$ cat src/rtl/dvi_timing_ctrl.sv
// DVI video timing controller: h/v counters, sync, data-enable and a same-cycle pixel pull.
// Optional colour-bar generator enabled by the DVI_TIMING_PATTERN_EN macro.
module dvi_timing_ctrl #(
  parameter int   H_ACTIVE = 1280,
  parameter int   H_FP     = 110,
  parameter int   H_SYNC   = 40,
  parameter int   H_BP     = 220,
  parameter int   V_ACTIVE = 720,
  parameter int   V_FP     = 5,
  parameter int   V_SYNC   = 5,
  parameter int   V_BP     = 20,
  parameter logic HS_POL   = 1'b1,
  parameter logic VS_POL   = 1'b1
) (
  input  logic        I_rgb_clk,
  input  logic        I_rst,
  input  logic        I_enable,
`ifdef DVI_TIMING_PATTERN_EN
  input  logic        I_pattern_sel,
`endif
  input  logic        I_pix_valid,
  input  logic [7:0]  I_pix_r,
  input  logic [7:0]  I_pix_g,
  input  logic [7:0]  I_pix_b,
  output logic        O_pix_req,
  output logic [11:0] O_x,
  output logic [11:0] O_y,
  output logic        O_frame_start,
  output logic        O_rgb_vs,
  output logic        O_rgb_hs,
  output logic        O_rgb_de,
  output logic [7:0]  O_rgb_r,
  output logic [7:0]  O_rgb_g,
  output logic [7:0]  O_rgb_b,
  output logic        O_busy,
  output logic [15:0] O_underflow_cnt
);

  // state    | meaning
  // ST_IDLE  | counters parked at 0, outputs blank
  // ST_RUN   | timing running, pixels pulled
  // ST_DRAIN | enable dropped, finishing the current frame

  localparam int H_TOTAL = H_ACTIVE + H_FP + H_SYNC + H_BP;
  localparam int V_TOTAL = V_ACTIVE + V_FP + V_SYNC + V_BP;

  localparam logic [11:0] H_ACT  = 12'(H_ACTIVE);
  localparam logic [11:0] H_LAST = 12'(H_TOTAL - 1);
  localparam logic [11:0] HS_BEG = 12'(H_ACTIVE + H_FP);
  localparam logic [11:0] HS_END = 12'(H_ACTIVE + H_FP + H_SYNC);
  localparam logic [11:0] V_ACT  = 12'(V_ACTIVE);
  localparam logic [11:0] V_LAST = 12'(V_TOTAL - 1);
  localparam logic [11:0] VS_BEG = 12'(V_ACTIVE + V_FP);
  localparam logic [11:0] VS_END = 12'(V_ACTIVE + V_FP + V_SYNC);

  typedef enum logic [1:0] {
    ST_IDLE  = 2'd0,
    ST_RUN   = 2'd1,
    ST_DRAIN = 2'd2
  } state_t;

  state_t      state_q, state_d;
  logic [11:0] h_q, h_d, v_q, v_d;
  logic        de_q, de_d, hs_q, hs_d, vs_q, vs_d, fs_q, fs_d;
  logic [7:0]  r_q, r_d, g_q, g_d, b_q, b_d;
  logic [15:0] uf_q, uf_d;
  logic        busy, frame_last, run_active, pix_req, pat_on;

`ifdef DVI_TIMING_PATTERN_EN
  localparam logic [11:0] BAR_LAST = 12'(H_ACTIVE / 8 - 1);
  logic        pat_q, pat_d;
  logic [11:0] bar_px_q, bar_px_d;
  logic [2:0]  bar_idx_q, bar_idx_d;
  assign pat_on = pat_q;
`else
  assign pat_on = 1'b0;
`endif

  always_comb begin
    busy       = (state_q != ST_IDLE);
    frame_last = (h_q == H_LAST) && (v_q == V_LAST);
    run_active = busy && (h_q < H_ACT) && (v_q < V_ACT);
    // The source is never asked for a pixel while reset is held, even mid-frame.
    pix_req    = run_active && !pat_on && !I_rst;
  end

  always_comb begin
    state_d = state_q;
    unique case (state_q)
      ST_IDLE:  if (I_enable) state_d = ST_RUN;
      ST_RUN:   if (!I_enable) state_d = frame_last ? ST_IDLE : ST_DRAIN;
      ST_DRAIN: begin
        if (I_enable)        state_d = ST_RUN;
        else if (frame_last) state_d = ST_IDLE;
      end
      default:  state_d = ST_IDLE;
    endcase

    h_d = h_q;
    v_d = v_q;
    if (!busy) begin
      h_d = '0;
      v_d = '0;
    end else if (h_q == H_LAST) begin
      h_d = '0;
      v_d = (v_q == V_LAST) ? '0 : v_q + 12'd1;
    end else begin
      h_d = h_q + 12'd1;
    end

    de_d = run_active;
    hs_d = (busy && (h_q >= HS_BEG) && (h_q < HS_END)) ? HS_POL : ~HS_POL;
    vs_d = (busy && (v_q >= VS_BEG) && (v_q < VS_END)) ? VS_POL : ~VS_POL;
    fs_d = run_active && (h_q == '0) && (v_q == '0);

    r_d = '0;
    g_d = '0;
    b_d = '0;
    if (pix_req && I_pix_valid) begin
      r_d = I_pix_r;
      g_d = I_pix_g;
      b_d = I_pix_b;
    end

    uf_d = uf_q;
    if (pix_req && !I_pix_valid && (uf_q != 16'hFFFF)) uf_d = uf_q + 16'd1;

`ifdef DVI_TIMING_PATTERN_EN
    if (run_active && pat_q) begin
      r_d = {8{bar_idx_q[2]}};
      g_d = {8{bar_idx_q[1]}};
      b_d = {8{bar_idx_q[0]}};
    end

    // Latched on the cycle that leads into h=0,v=0 so it holds for the whole frame.
    pat_d = (!busy || frame_last) ? I_pattern_sel : pat_q;

    bar_px_d  = bar_px_q;
    bar_idx_d = bar_idx_q;
    if (h_d == '0) begin
      bar_px_d  = '0;
      bar_idx_d = '0;
    end else if (bar_px_q == BAR_LAST) begin
      bar_px_d  = '0;
      bar_idx_d = bar_idx_q + 3'd1;
    end else begin
      bar_px_d  = bar_px_q + 12'd1;
    end
`endif
  end

  always_ff @(posedge I_rgb_clk) begin
    if (I_rst) begin
      state_q   <= ST_IDLE;
      h_q       <= '0;
      v_q       <= '0;
      de_q      <= 1'b0;
      hs_q      <= ~HS_POL;
      vs_q      <= ~VS_POL;
      fs_q      <= 1'b0;
      r_q       <= '0;
      g_q       <= '0;
      b_q       <= '0;
      uf_q      <= '0;
`ifdef DVI_TIMING_PATTERN_EN
      pat_q     <= 1'b0;
      bar_px_q  <= '0;
      bar_idx_q <= '0;
`endif
    end else begin
      state_q   <= state_d;
      h_q       <= h_d;
      v_q       <= v_d;
      de_q      <= de_d;
      hs_q      <= hs_d;
      vs_q      <= vs_d;
      fs_q      <= fs_d;
      r_q       <= r_d;
      g_q       <= g_d;
      b_q       <= b_d;
      uf_q      <= uf_d;
`ifdef DVI_TIMING_PATTERN_EN
      pat_q     <= pat_d;
      bar_px_q  <= bar_px_d;
      bar_idx_q <= bar_idx_d;
`endif
    end
  end

  assign O_pix_req       = pix_req;
  assign O_x             = h_q;
  assign O_y             = v_q;
  assign O_frame_start   = fs_q;
  assign O_rgb_de        = de_q;
  assign O_rgb_hs        = hs_q;
  assign O_rgb_vs        = vs_q;
  assign O_rgb_r         = r_q;
  assign O_rgb_g         = g_q;
  assign O_rgb_b         = b_q;
  assign O_busy          = busy;
  assign O_underflow_cnt = uf_q;

endmodule

$ cat config.mk
export PLATFORM = sky130hd
export DESIGN_NAME = dvi_timing_ctrl
export DESIGN_NICKNAME = d
export VERILOG_FILES = /design/src/rtl/dvi_timing_ctrl.sv
export SDC_FILE = /design/constraint.sdc
export NUM_CORES = 1
export LEC_CHECK = 0
export ABC_AREA = 1
export ABC_CLOCK_PERIOD_IN_PS = 3730
export BUFFER_PORTS_ARGS = -buffer_cell sky130_fd_sc_hd__buf_2
export CORE_UTILIZATION = 56
export CTS_CLUSTER_SIZE = 8
export DETAILED_ROUTE_END_ITERATION = 16
export PLACE_DENSITY = 0.85
export SYNTH_ARGS = -nofsm -noshare
export SYNTH_HDL_FRONTEND = slang
export SYNTH_SLANG_ARGS = --single-unit
export TNS_END_PERCENT = 100
$ cat constraint.sdc
create_clock -name I_rgb_clk -period 3.73 [get_ports I_rgb_clk]
set_input_delay 0 -clock I_rgb_clk [delete_from_list [all_inputs] [get_ports I_rgb_clk]]
set_output_delay 0 -clock I_rgb_clk [all_outputs]
set_load 0.03 [all_outputs]
Word level (Yosys, flattened, before mapping)
Cells that the tools add are included.
{"block": "word_totals", "latchBits": 0, "output_inout_bits": 70, "n_memories": 0, "reg_bits": 70, "mem_bits_rw": 0, "rom_bits": 0}
{"block": "op_classes", "n_reduce_logical": 23, "div_mod_pow": 0, "shifts": 0, "n_lt_le_gt_ge": 6, "muxes": 9, "n_eq_ne": 8, "n_mul": 0, "bitwise": 2, "addsub": 3}
{"cell": "$add A12 B1 Y12 const B", "n": 2}
{"cell": "$logic_not A12 Y1", "n": 2}
{"cell": "$lt A12 B10 Y1 const B", "n": 2}
{"cell": "$lt A12 B11 Y1 const B", "n": 2}
{"cell": "$add A16 B1 Y16 const B", "n": 1}
{"cell": "$ne A16 B16 Y1 const B", "n": 1}
{"cell": "$logic_and A1 B1 Y1", "n": 13}
{"cell": "$eq A12 B10 Y1 const B", "n": 1}
{"cell": "$eq A12 B11 Y1 const B", "n": 1}
{"cell": "$ge A12 B10 Y1 const B", "n": 1}
{"cell": "$ge A12 B11 Y1 const B", "n": 1}
{"cell": "$mux W12", "n": 1}
{"cell": "$mux W2", "n": 5}
{"cell": "$pmux W2 S3", "n": 1}
{"cell": "$ne A2 B2 Y1 const B", "n": 2}
{"cell": "$reduce_or A2 Y1", "n": 2}
{"cell": "$ne A3 B3 Y1 const B", "n": 1}
{"cell": "$reduce_and A3 Y1", "n": 1}
{"cell": "$reduce_or A3 Y1", "n": 1}
{"cell": "$eq A2 B1 Y1 const B", "n": 1}
{"cell": "$eq A2 B2 Y1 const B", "n": 1}
{"cell": "$logic_not A1 Y1", "n": 2}
{"cell": "$logic_not A2 Y1", "n": 1}
{"cell": "$mux W1", "n": 2}
{"cell": "other kinds (2)", "n": 3}

Logic depth before layout (Yosys ltp)
Gate-level depths: netlist (run 1).
{"block": "depth", "word_depth": 7, "mapped_depth": 10, "depth_no_buf": 10}

Least setup slack after synthesis (run 1)
Ideal clock, no wire load.
{"block": "synth_path", "path_kind": "register to register", "startpoint": "register uf_q[0] (netlist: O_underflow_cnt[0])", "endpoint": "register uf_q[3] (netlist: O_underflow_cnt[3])", "setup_time_ps": 71, "path_buffers": 1, "slack_ps": 1950, "synth_period_minus_slack_ps": 1780, "stages_incl_launch_ff": 9, "arrival_ps": 1709, "cell_sequence": "dfxtp_1 -> ha_1 -> nand2_2 -> nor2_4 -> nand4_4 -> nand3_4 -> buf_12 -> nand2_1 -> a21oi_2"}
{"block": "synth_via", "elab_chain_len": 2}
{"element": "from (decl)", "line_no": "66", "rtl": "logic [15:0] uf_q, uf_d;"}
{"element": "from (signal assigned)", "line_no": "181", "rtl": "uf_q <= uf_d;"}
{"element": "branches (longest 2 deep; another with $add A16 B1 Y16)"}
Several ways; the timed one is not identified.
A chain may end at the register's enable or synchronous reset.

Final worst setup path (run 1)
{"block": "layout_path", "startpoint": "register uf_q[0] (netlist: O_underflow_cnt[0])", "endpoint": "register uf_q[1] (netlist: O_underflow_cnt[1])"}
Same word-level chain as after synthesis.

==> flow_summary.ini, run 1 <==
[status]
outcome = finished, final reports clean

[clocking]
hold_buffers = 25
cts_tree = yes
htree_levels = 3
clkLatencyLatePin_ns = 0.35
clk_pin_slew_worst_paths_ns = 0.08
postCtsSetupBuffers = 0
cts.root.buffer_cell = clkbuf_8
cts.path.max_buffers = 2
clock_sinks = 70
cts_buffers = 9
cts_resized = 0

[synth]
ys_seq_area_share_pct = 40.70
synth_top_area_cell = dfxtp_1
mappedNetlistArea_um2 = 3443
yosysTopAreaCellShare_pct = 40.70
ys.warnings.count = 0
ys_ff_latch = 70
synth_area_leaders = dfxtp_1 (41%), nand2_1 (9.5%), nor2_1 (9.2%), inv_1 (8.1%), nand3_1 (6.0%)
synth_area_per_cell_um2 = 7.085
syn_nets = 522
synthCells = 486
synthDistinctLibCells = 31

[critical_path]
crit_slowest_cell = dfxtp_1
crit_family = simple AND/OR/NAND/NOR gates
crit_path_max_incr_delay_ns = 0.44
critical_path_class = flip-flop to flip-flop
worstPathCellList = ha_1 -> nand2_2 -> nor2_4 -> nand4_4 -> nand3_4 -> inv_1 -> nor2_1 -> nor2_1
worst-path-buf-inv = 1
crit_required_ns = 3.97
cp-start-kind = flip-flop
crit_top_cell = nor2_1
worst_setup_path_end_kind = flip-flop
cp_max_fo = 15
worstPathArrival_ns = 2.10

[timing]
fmax_mhz = 538.9
relSlewSlack_pct = 72.40
period_minus_slack_ns = 1.856
final-setup-viol-count = 0
fin_crit_sh_pct = 49.75
timing.final.hold_violations = 0
finClkSkew_ns = 0.01165
worst_slew_pin_slew_ns = 0.4126
final.setup.tns_ns = 0
rsz0062_at_grt = no
drv_slew = 0

[cells_and_area]
n_antenna_cell = 0
final_nets = 648
regArea_um2 = 1401
multi_input_area_um2 = 1694
nFillCells = 457
syn2layout_area_growth_pct = 27.80
drive_gt1_share_pct = 24.64

[floorplanning]
dieArea_um2 = 6467
die_x_um = 80.42
ioPinCount = 98
die_y_um = 80.42
row_count = 28
initial_core_util_pct = 58.16
core_area_um2 = 5921

[route]
firstDrtPassIters = 5
drc = 0
drt.antenna.violating_nets = 0
drt_iter0_drc = 208
wl_mm = 8.440
avgRoutedWirePerCell_um = 12.20
dr_total_vias = 3587
viasPerCell = 5.184

[grt]
grt_use_total_pct = 27.19
grt_pass1_wl_mm = 13.54
antenna_found_initial = 0
grt_max_degree = 25
grt_pass1_vias = 3143
overflow = 0

[worst_hold_path]
hold_class = input port to flip-flop

[power_and_ir_drop]
power_density_nw_per_um2 = 326.7
max-vdd-ir-drop_uv = 208.9
p_leak_nw = 2.092
power_w = 0.001438

[flow_run]
maxCapViolations = 0

[placement]
gp_congestion = 0.9662
post-dp-hpwl_mm = 5.948
io_buffer_count = 97
[flip-flops by register name, summed over array words and instances (netlist names)]
signal           count
O_rgb_vs             1
O_rgb_de             1
O_underflow_cnt     16
O_frame_start        1
O_rgb_r              8
O_y                 12
O_rgb_b              8
state_q              2
O_rgb_hs             1
O_rgb_g              8
O_x                 12
[power breakdown]
group	switching, W	total (W)	internal (W)	leakage (nW)
Clock	0.000305	0.000568	0.000263	0.0853
Combinational	0.0000637	0.000109	0.0000449	1.44
Sequential	0.00000517	0.000761	0.000756	0.566
[cell families after synthesis]
logic type | synth area share [%]
adders and majority gates | 2.907
AOI/OAI and AO/OA | 7.849
and+or+nand+nor | 35.65
DFF | 40.70
xor gates and xnor gates | 2.798
buffers and inverters | 10.10
[cell usage in the layout (no fill, tap or decap), types with 3 or more instances in the layout]
cell           synthesis  routed
o21ai_0               10      10
a21oi_1               19      19
nor2_4                 4       4
inv_2                  4       4
buf_2                  4      97
ha_1                   8       8
nor2_2                 5       5
nor3_1                14      14
inv_1                 74      74
nand2_1               87      87
nand2_2               12      12
dlygate4sd3_1          0      25
clkbuf_8               0      10
nand3_1               41      41
nand4_1               14      14
clkinvlp_4             0       3
nor2_1                84      84
a21oi_2               10      10
dfxtp_1               70      70
xor2_1                 9       9
[cell usage after synthesis, drive strengths merged]
cell type / instances
buf: 6
nand3: 42
xnor2: 2
a21oi: 29
nor4: 2
a31oi: 2
nor3: 14
inv: 78
o21ai: 11
dfxtp: 70
nor2: 93
or2: 2
o21a: 1
o2111ai: 1
nand3b: 1
nand2: 99
ha: 8
nand4: 15
clkbuf: 1
xor2: 9
[metrics by stage]
stage	hold WS (ns)	util (%)	setup WS, ns	instance area (um2)	instances
finish	0.05324	74.32	1.875	4400	692
global route	0.06102	74.32	1.712	4400	692
CTS	0.04800	74.32	1.881	4400	692
detailed placement	0.2093	67.01	1.904	3968	651
global placement	0.2025	67.01	1.941	3968	651
floorplan	0.06907	-	1.950	3443	486
[path summary, 6_finish.rpt]
kind / depth (start not counted) / to / startpoint / slack [ns]
max reg2reg: 8 / O_underflow_cnt[1]$_SDFFE_PP0P_ / O_underflow_cnt[0]$_SDFFE_PP0P_ / 1.87
max: 8 / O_underflow_cnt[1]$_SDFFE_PP0P_ / O_underflow_cnt[0]$_SDFFE_PP0P_ / 1.87
min reg2reg: 1 / O_x[10]$_SDFF_PP0_ / O_x[10]$_SDFF_PP0_ / 0.49
min: 2 / O_underflow_cnt[3]$_SDFFE_PP0P_ / I_rst / 0.05
[final cells by class]
type                    instances  share of cell area, %
repair buffers                122                  16.72
well taps                      75                  2.132
flip-flops and latches         70                  31.85
clock inverters                 6                  1.024
inverters                      78                  6.653
multi-input cells             331                  38.50
clock buffers                  10                  3.128
[worst register-to-register path: cells and delay by family, from the launching register on]
| family | cells | cell delay [ns] |
|---|---|---|
| and+or+nand+nor | 6 | 0.96 |
| DFF | 1 | 0.44 |
| adders and majority gates | 1 | 0.27 |
| buffers and inverters | 1 | 0.09 |
[per-layer routing]
metal	routed length (um)	track usage [%]	vias up
met4	220	14.64	0
met2	4103	47.46	154
met1	3466	31.24	1617
met3	649	4.886	22
met5	0	0	-
li1	-	-	1794
Power figures use the tool's default switching activity.
==> run 2, diff against run 1 <==
ABC_CLOCK_PERIOD_IN_PS = 1500   (was 3730)
CORE_UTILIZATION = 47   (was 56)
PLACE_DENSITY = 0.76   (was 0.85)
clock period = 1.5 ns   (was 3.73 ns; I/O delays follow)
==> flow_summary.ini, run 2 (same netlist as run 1, synthesis figures left out) <==
[placement]
post-dp-hpwl_mm = 6.944
gp_congestion = 0.9777
dpl_cell_area_um2 = 4425
dp.cells = 717
io_buffer_count = 97

[cells_and_area]
nFillCells = 523
multi_input_area_um2 = 1852
design_area_um2 = 5159
final_nets = 703
n_antenna_cell = 0
final_cell_mix = buf_2 (96), nand2_1 (76), nor2_1 (75), inv_1 (64), buf_4 (51)
drive_gt1_share_pct = 40.77
largest_register_ffs = 16
final_common_cell = buf_2
syn2layout_area_growth_pct = 49.82
regArea_um2 = 1464
fin_cells = 768

[route]
dr_total_vias = 3860
drc = 0
wl_mm = 10.49
firstDrtPassIters = 4
drt.antenna.violating_nets = 0
avgRoutedWirePerCell_um = 13.66
drt_iter0_drc = 160
viasPerCell = 5.026

[timing]
final.setup.tns_ns = 0
holdWs_ns = 0.1388
worst_slew_pin_slew_ns = 0.3300
relSlewSlack_pct = 77.83
timing.final.hold_violations = 0
finClkSkew_ns = 0.008836
final-setup-viol-count = 0
drv_slew = 0
period_minus_slack_ns = 1.484
fmax_mhz = 673.7
rsz0062_at_grt = yes
fin_crit_sh_pct = 98.96

[clocking]
cts.root.buffer_cell = clkbuf_8
clkLatencyLatePin_ns = 0.34
cts.path.max_buffers = 2
clk_pin_slew_worst_paths_ns = 0.08
cts_buffers = 9
clock_sinks = 70
cts_tree = yes
htree_levels = 3

[worst_hold_path]
hold_class = input port to flip-flop

[floorplanning]
dieArea_um2 = 7673
row_count = 30
die_x_um = 87.60
core_area_um2 = 6944
initial_core_util_pct = 49.59
die_y_um = 87.60
ioPinCount = 98

[grt]
antenna_found_initial = 0
grt_use_total_pct = 26.73
grt_max_degree = 25
grt_pass1_wl_mm = 15.93
grt_pass1_vias = 3580
overflow = 0

[critical_path]
crit_path_max_incr_delay_ns = 0.34
critical_path_class = flip-flop to flip-flop
worstPathCellList = inv_1 -> ha_1 -> nand3_2 -> nor2_4 -> nand2_4 -> o21ai_4 -> buf_4 -> nor3_1
r2r_slack_ns = 0.02
cp_max_fo = 6
crit_slowest_cell = dfxtp_2
worstPathArrival_ns = 1.71
crit_required_ns = 1.72
cp-start-kind = flip-flop
worst_setup_path_end_kind = flip-flop

[status]
outcome = finished, final reports clean

[power_and_ir_drop]
p_switching_w = 0.0009200
power_w = 0.004066
cell_internal_pwr_w = 0.003146
switching_share_pct = 22.63
p_leak_nw = 2.463
power_density_nw_per_um2 = 788.2
comb_power_share_pct = 8.3
clkPwrFrac_pct = 45.6
sequentialPowerShare_pct = 46.1
max-vdd-ir-drop_uv = 725.6

[flow_run]
maxCapViolations = 0
[run 2: cell types whose count changed in the layout (fill, tap and decap cells not counted), sizes merged, moves of 2 or more]
cell      change
clkbuf        +2
buf          +53
bufinv        +2
clkinvlp      -3
[run 2: path summary, 6_finish.rpt]
path	startpoint	end	cells after the start
worst max-delay path	O_x[1]$_SDFF_PP0_	O_y[4]$_SDFFE_PP0P_	8
worst max register to register	O_x[1]$_SDFF_PP0_	O_y[4]$_SDFFE_PP0P_	8
worst min register to register	O_x[10]$_SDFF_PP0_	O_x[10]$_SDFF_PP0_	1
worst min-delay path	I_pix_valid	O_rgb_b[3]$_SDFF_PP0_	4
[run 2: power groups by stage]
stage          clock network [W]  registers (W)   logic, W
2_1_floorplan                  0        0.00196  0.0000987
3_3_place_gp                   0        0.00192   0.000241
3_5_place_dp                   0        0.00192   0.000246
4_1_cts                  0.00188        0.00188   0.000306
5_1_grt                  0.00195        0.00188   0.000363
6_report                 0.00185        0.00187   0.000337
[run 2: critical path, delay by kind of cell (launching register included)]
kind / cells / cell delay [ns]
DFF: 1 / 0.34
buffers and inverters: 2 / 0.22
and+or+nand+nor: 4 / 0.43
AOI/OAI and AO/OA: 1 / 0.19
adders and majority gates: 1 / 0.19
[run 2: area by class of cell]
type / count / area share, %
Timing Repair Buffer: 176 / 22.77
Multi-Input combinational cell: 332 / 35.90
Clock buffer: 12 / 3.420
Inverter: 78 / 5.773
Tap cell: 96 / 2.328
Clock inverter: 4 / 1.431
Sequential cell: 70 / 28.38
[run 2: metrics by stage]
stage | util, % | worst slack, ns
floorplan | - | -0.03658
global placement | 63.73 | 0.03494
detailed placement | 63.73 | -0.01700
CTS | 71.44 | -0.01051
global route | 74.29 | -0.06604
finish | 74.29 | 0.01559
[run 2: per-layer routing]
metal / share of wire [%] / track usage (%)
met1: 39 / 31.26
met4: 2.1 / 9.687
met2: 53 / 48.08
met5: 0 / 0
met3: 5.2 / 5.749
[run 2: repair_timing]
item                                    in CTS  in global routing
setup buffers                                2                  6
resized for setup                            5                 47
endpoints found under the setup margin       5                 39
hold endpoints to repair                    28                  0
gates cloned                                 0                  1
hold buffers                                26                  0
pin swaps                                    2                 10
==> run 3, diff against run 2 <==
CORE_UTILIZATION = 49   (was 47)
CTS_BUF_LIST = sky130_fd_sc_hd__clkbuf_2 sky130_fd_sc_hd__clkbuf_4 sky130_fd_sc_hd__clkbuf_8   (was unset)
PLACE_DENSITY = 0.79   (was 0.76)
==> flow_summary.ini, run 3 (same netlist as run 1, synthesis figures left out) <==
[power_and_ir_drop]
clkPwrFrac_pct = 40.9
comb_power_share_pct = 8.6
sequentialPowerShare_pct = 50.5
p_switching_w = 0.0008858
switching_share_pct = 23.87
max-vdd-ir-drop_uv = 475.3
cell_internal_pwr_w = 0.002824
p_leak_nw = 2.417
power_density_nw_per_um2 = 735.8

[clocking]
cts.path.max_buffers = 2
cts_buffers = 9
clkLatencyLatePin_ns = 0.34
cts_tree = yes
clock_sinks = 70
cts.root.buffer_cell = clkbuf_8
htree_levels = 3
clk_pin_slew_worst_paths_ns = 0.07

[critical_path]
worstPathArrival_ns = 1.68
crit_slowest_cell = dfxtp_2
worst_setup_path_end_kind = flip-flop
cp-start-kind = flip-flop
worstPathCellList = inv_1 -> ha_2 -> nand3_1 -> nor2_2 -> nand2_4 -> buf_4 -> xor2_1 -> nand2_1 -> inv_1
cp_max_fo = 6
crit_required_ns = 1.75
crit_path_max_incr_delay_ns = 0.34
critical_path_class = flip-flop to flip-flop
crit_top_cell = inv_1

[cells_and_area]
largest_register_ffs = 16
n_antenna_cell = 0
drive_gt1_share_pct = 39.46
final_nets = 696
final_common_cell = buf_2
final_cell_mix = buf_2 (96), nand2_1 (77), nor2_1 (75), inv_1 (68), buf_4 (43)
syn2layout_area_growth_pct = 46.44

[route]
viasPerCell = 5.109
drt.antenna.violating_nets = 0
drt_iter0_drc = 170
firstDrtPassIters = 5
drc = 0
dr_total_vias = 3883
wl_mm = 10.05
avgRoutedWirePerCell_um = 13.22

[grt]
overflow = 0
grt_max_degree = 25
grt_use_total_pct = 26.68
grt_pass1_vias = 3540
grt_pass1_wl_mm = 15.64
antenna_found_initial = 0

[floorplanning]
ioPinCount = 98
dieArea_um2 = 7367
core_area_um2 = 6794
die_x_um = 85.83
initial_core_util_pct = 50.68
die_y_um = 85.83
row_count = 30

[placement]
gp_congestion = 0.9265
post-dp-hpwl_mm = 6.843
io_buffer_count = 97
place_ws_ns = -0.02548

[timing]
fin_crit_sh_pct = 95.67
drv_slew = 0
period_minus_slack_ns = 1.435
setup_ws_ns = 0.06490
worst_slew_pin_slew_ns = 0.3664
timing.final.hold_violations = 0
holdWs_ns = 0.01628
relSlewSlack_pct = 75.48
finClkSkew_ns = 0.005112
fmax_mhz = 696.8
rsz0062_at_grt = yes
final-setup-viol-count = 0

[worst_hold_path]
hold_class = input port to flip-flop

[flow_run]
maxCapViolations = 0

[status]
outcome = finished, final reports clean
run 3: worst paths after layout:
path | start | end | slack (ns) | depth (start not counted)
max | O_x[1]$_SDFF_PP0_ | O_y[0]$_SDFFE_PP0P_ | 0.06 | 9
min | I_rst | O_underflow_cnt[12]$_SDFFE_PP0P_ | 0.02 | 4
max reg2reg | O_x[1]$_SDFF_PP0_ | O_y[0]$_SDFFE_PP0P_ | 0.06 | 9
min reg2reg | O_x[10]$_SDFF_PP0_ | O_x[10]$_SDFF_PP0_ | 0.46 | 1
run 3: through the flow:
step / total power (W) / cell area (um2) / utilization [%] / TNS (ns) / std cells
6_report: 0.003710 / 5042 / 74.22 / 0 / 760
5_1_grt: 0.003831 / 5042 / 74.22 / -0.1475 / 760
4_1_cts: 0.003717 / 4897 / 72.08 / 0 / 759
3_5_place_dp: 0.002165 / 4425 / 65.14 / -0.03830 / 717
3_3_place_gp: 0.002159 / 4425 / 65.14 / 0 / 717
2_1_floorplan: 0.002063 / 3518 / - / -0.2378 / 486
run 3: power groups by stage:
| stage | registers (W) | clock network (W) | logic, W |
|---|---|---|---|
| after floorplan | 0.00196 | 0 | 0.0000987 |
| after global routing | 0.00188 | 0.00161 | 0.000340 |
| after global placement | 0.00192 | 0 | 0.000241 |
| final | 0.00188 | 0.00152 | 0.000318 |
| after detailed placement | 0.00192 | 0 | 0.000246 |
| after CTS | 0.00188 | 0.00154 | 0.000306 |
run 3: critical path, delay by kind of cell, from the launching register on:
kind          cells  cell delay (ns)
flops             1             0.34
fa+ha+maj         1             0.18
xor+xnor          1             0.13
buf+inv           3             0.26
simple gates      4             0.43
run 3: area by class of cell:
class                      count  area [um2]
timing repair buffer         170        1147
tap                           96       120.1
clock inverter                 4       46.29
inverter                      78       292.8
clock buffer                  11       145.1
multi-input combinational    331        1828
sequential                    70        1463
fill                         489        1752
run 3: repair_timing:
| action | in CTS | in global routing |
|---|---|---|
| setup buffers | 2 | 1 |
| pin swaps | 1 | 8 |
| endpoints found under the hold margin | 26 | 0 |
| setup endpoints to repair | 3 | 30 |
| hold buffers | 25 | 0 |
| resized for setup | 1 | 41 |
run 3: metal layers:
metal / wire length, um / up-vias / GRT usage, %
met4: 359 / 0 / 11.21
met5: 0 / - / 0
met2: 5144 / 150 / 47.27
met1: 3984 / 1808 / 31.27
li1: - / 1890 / -
met3: 559 / 35 / 5.582
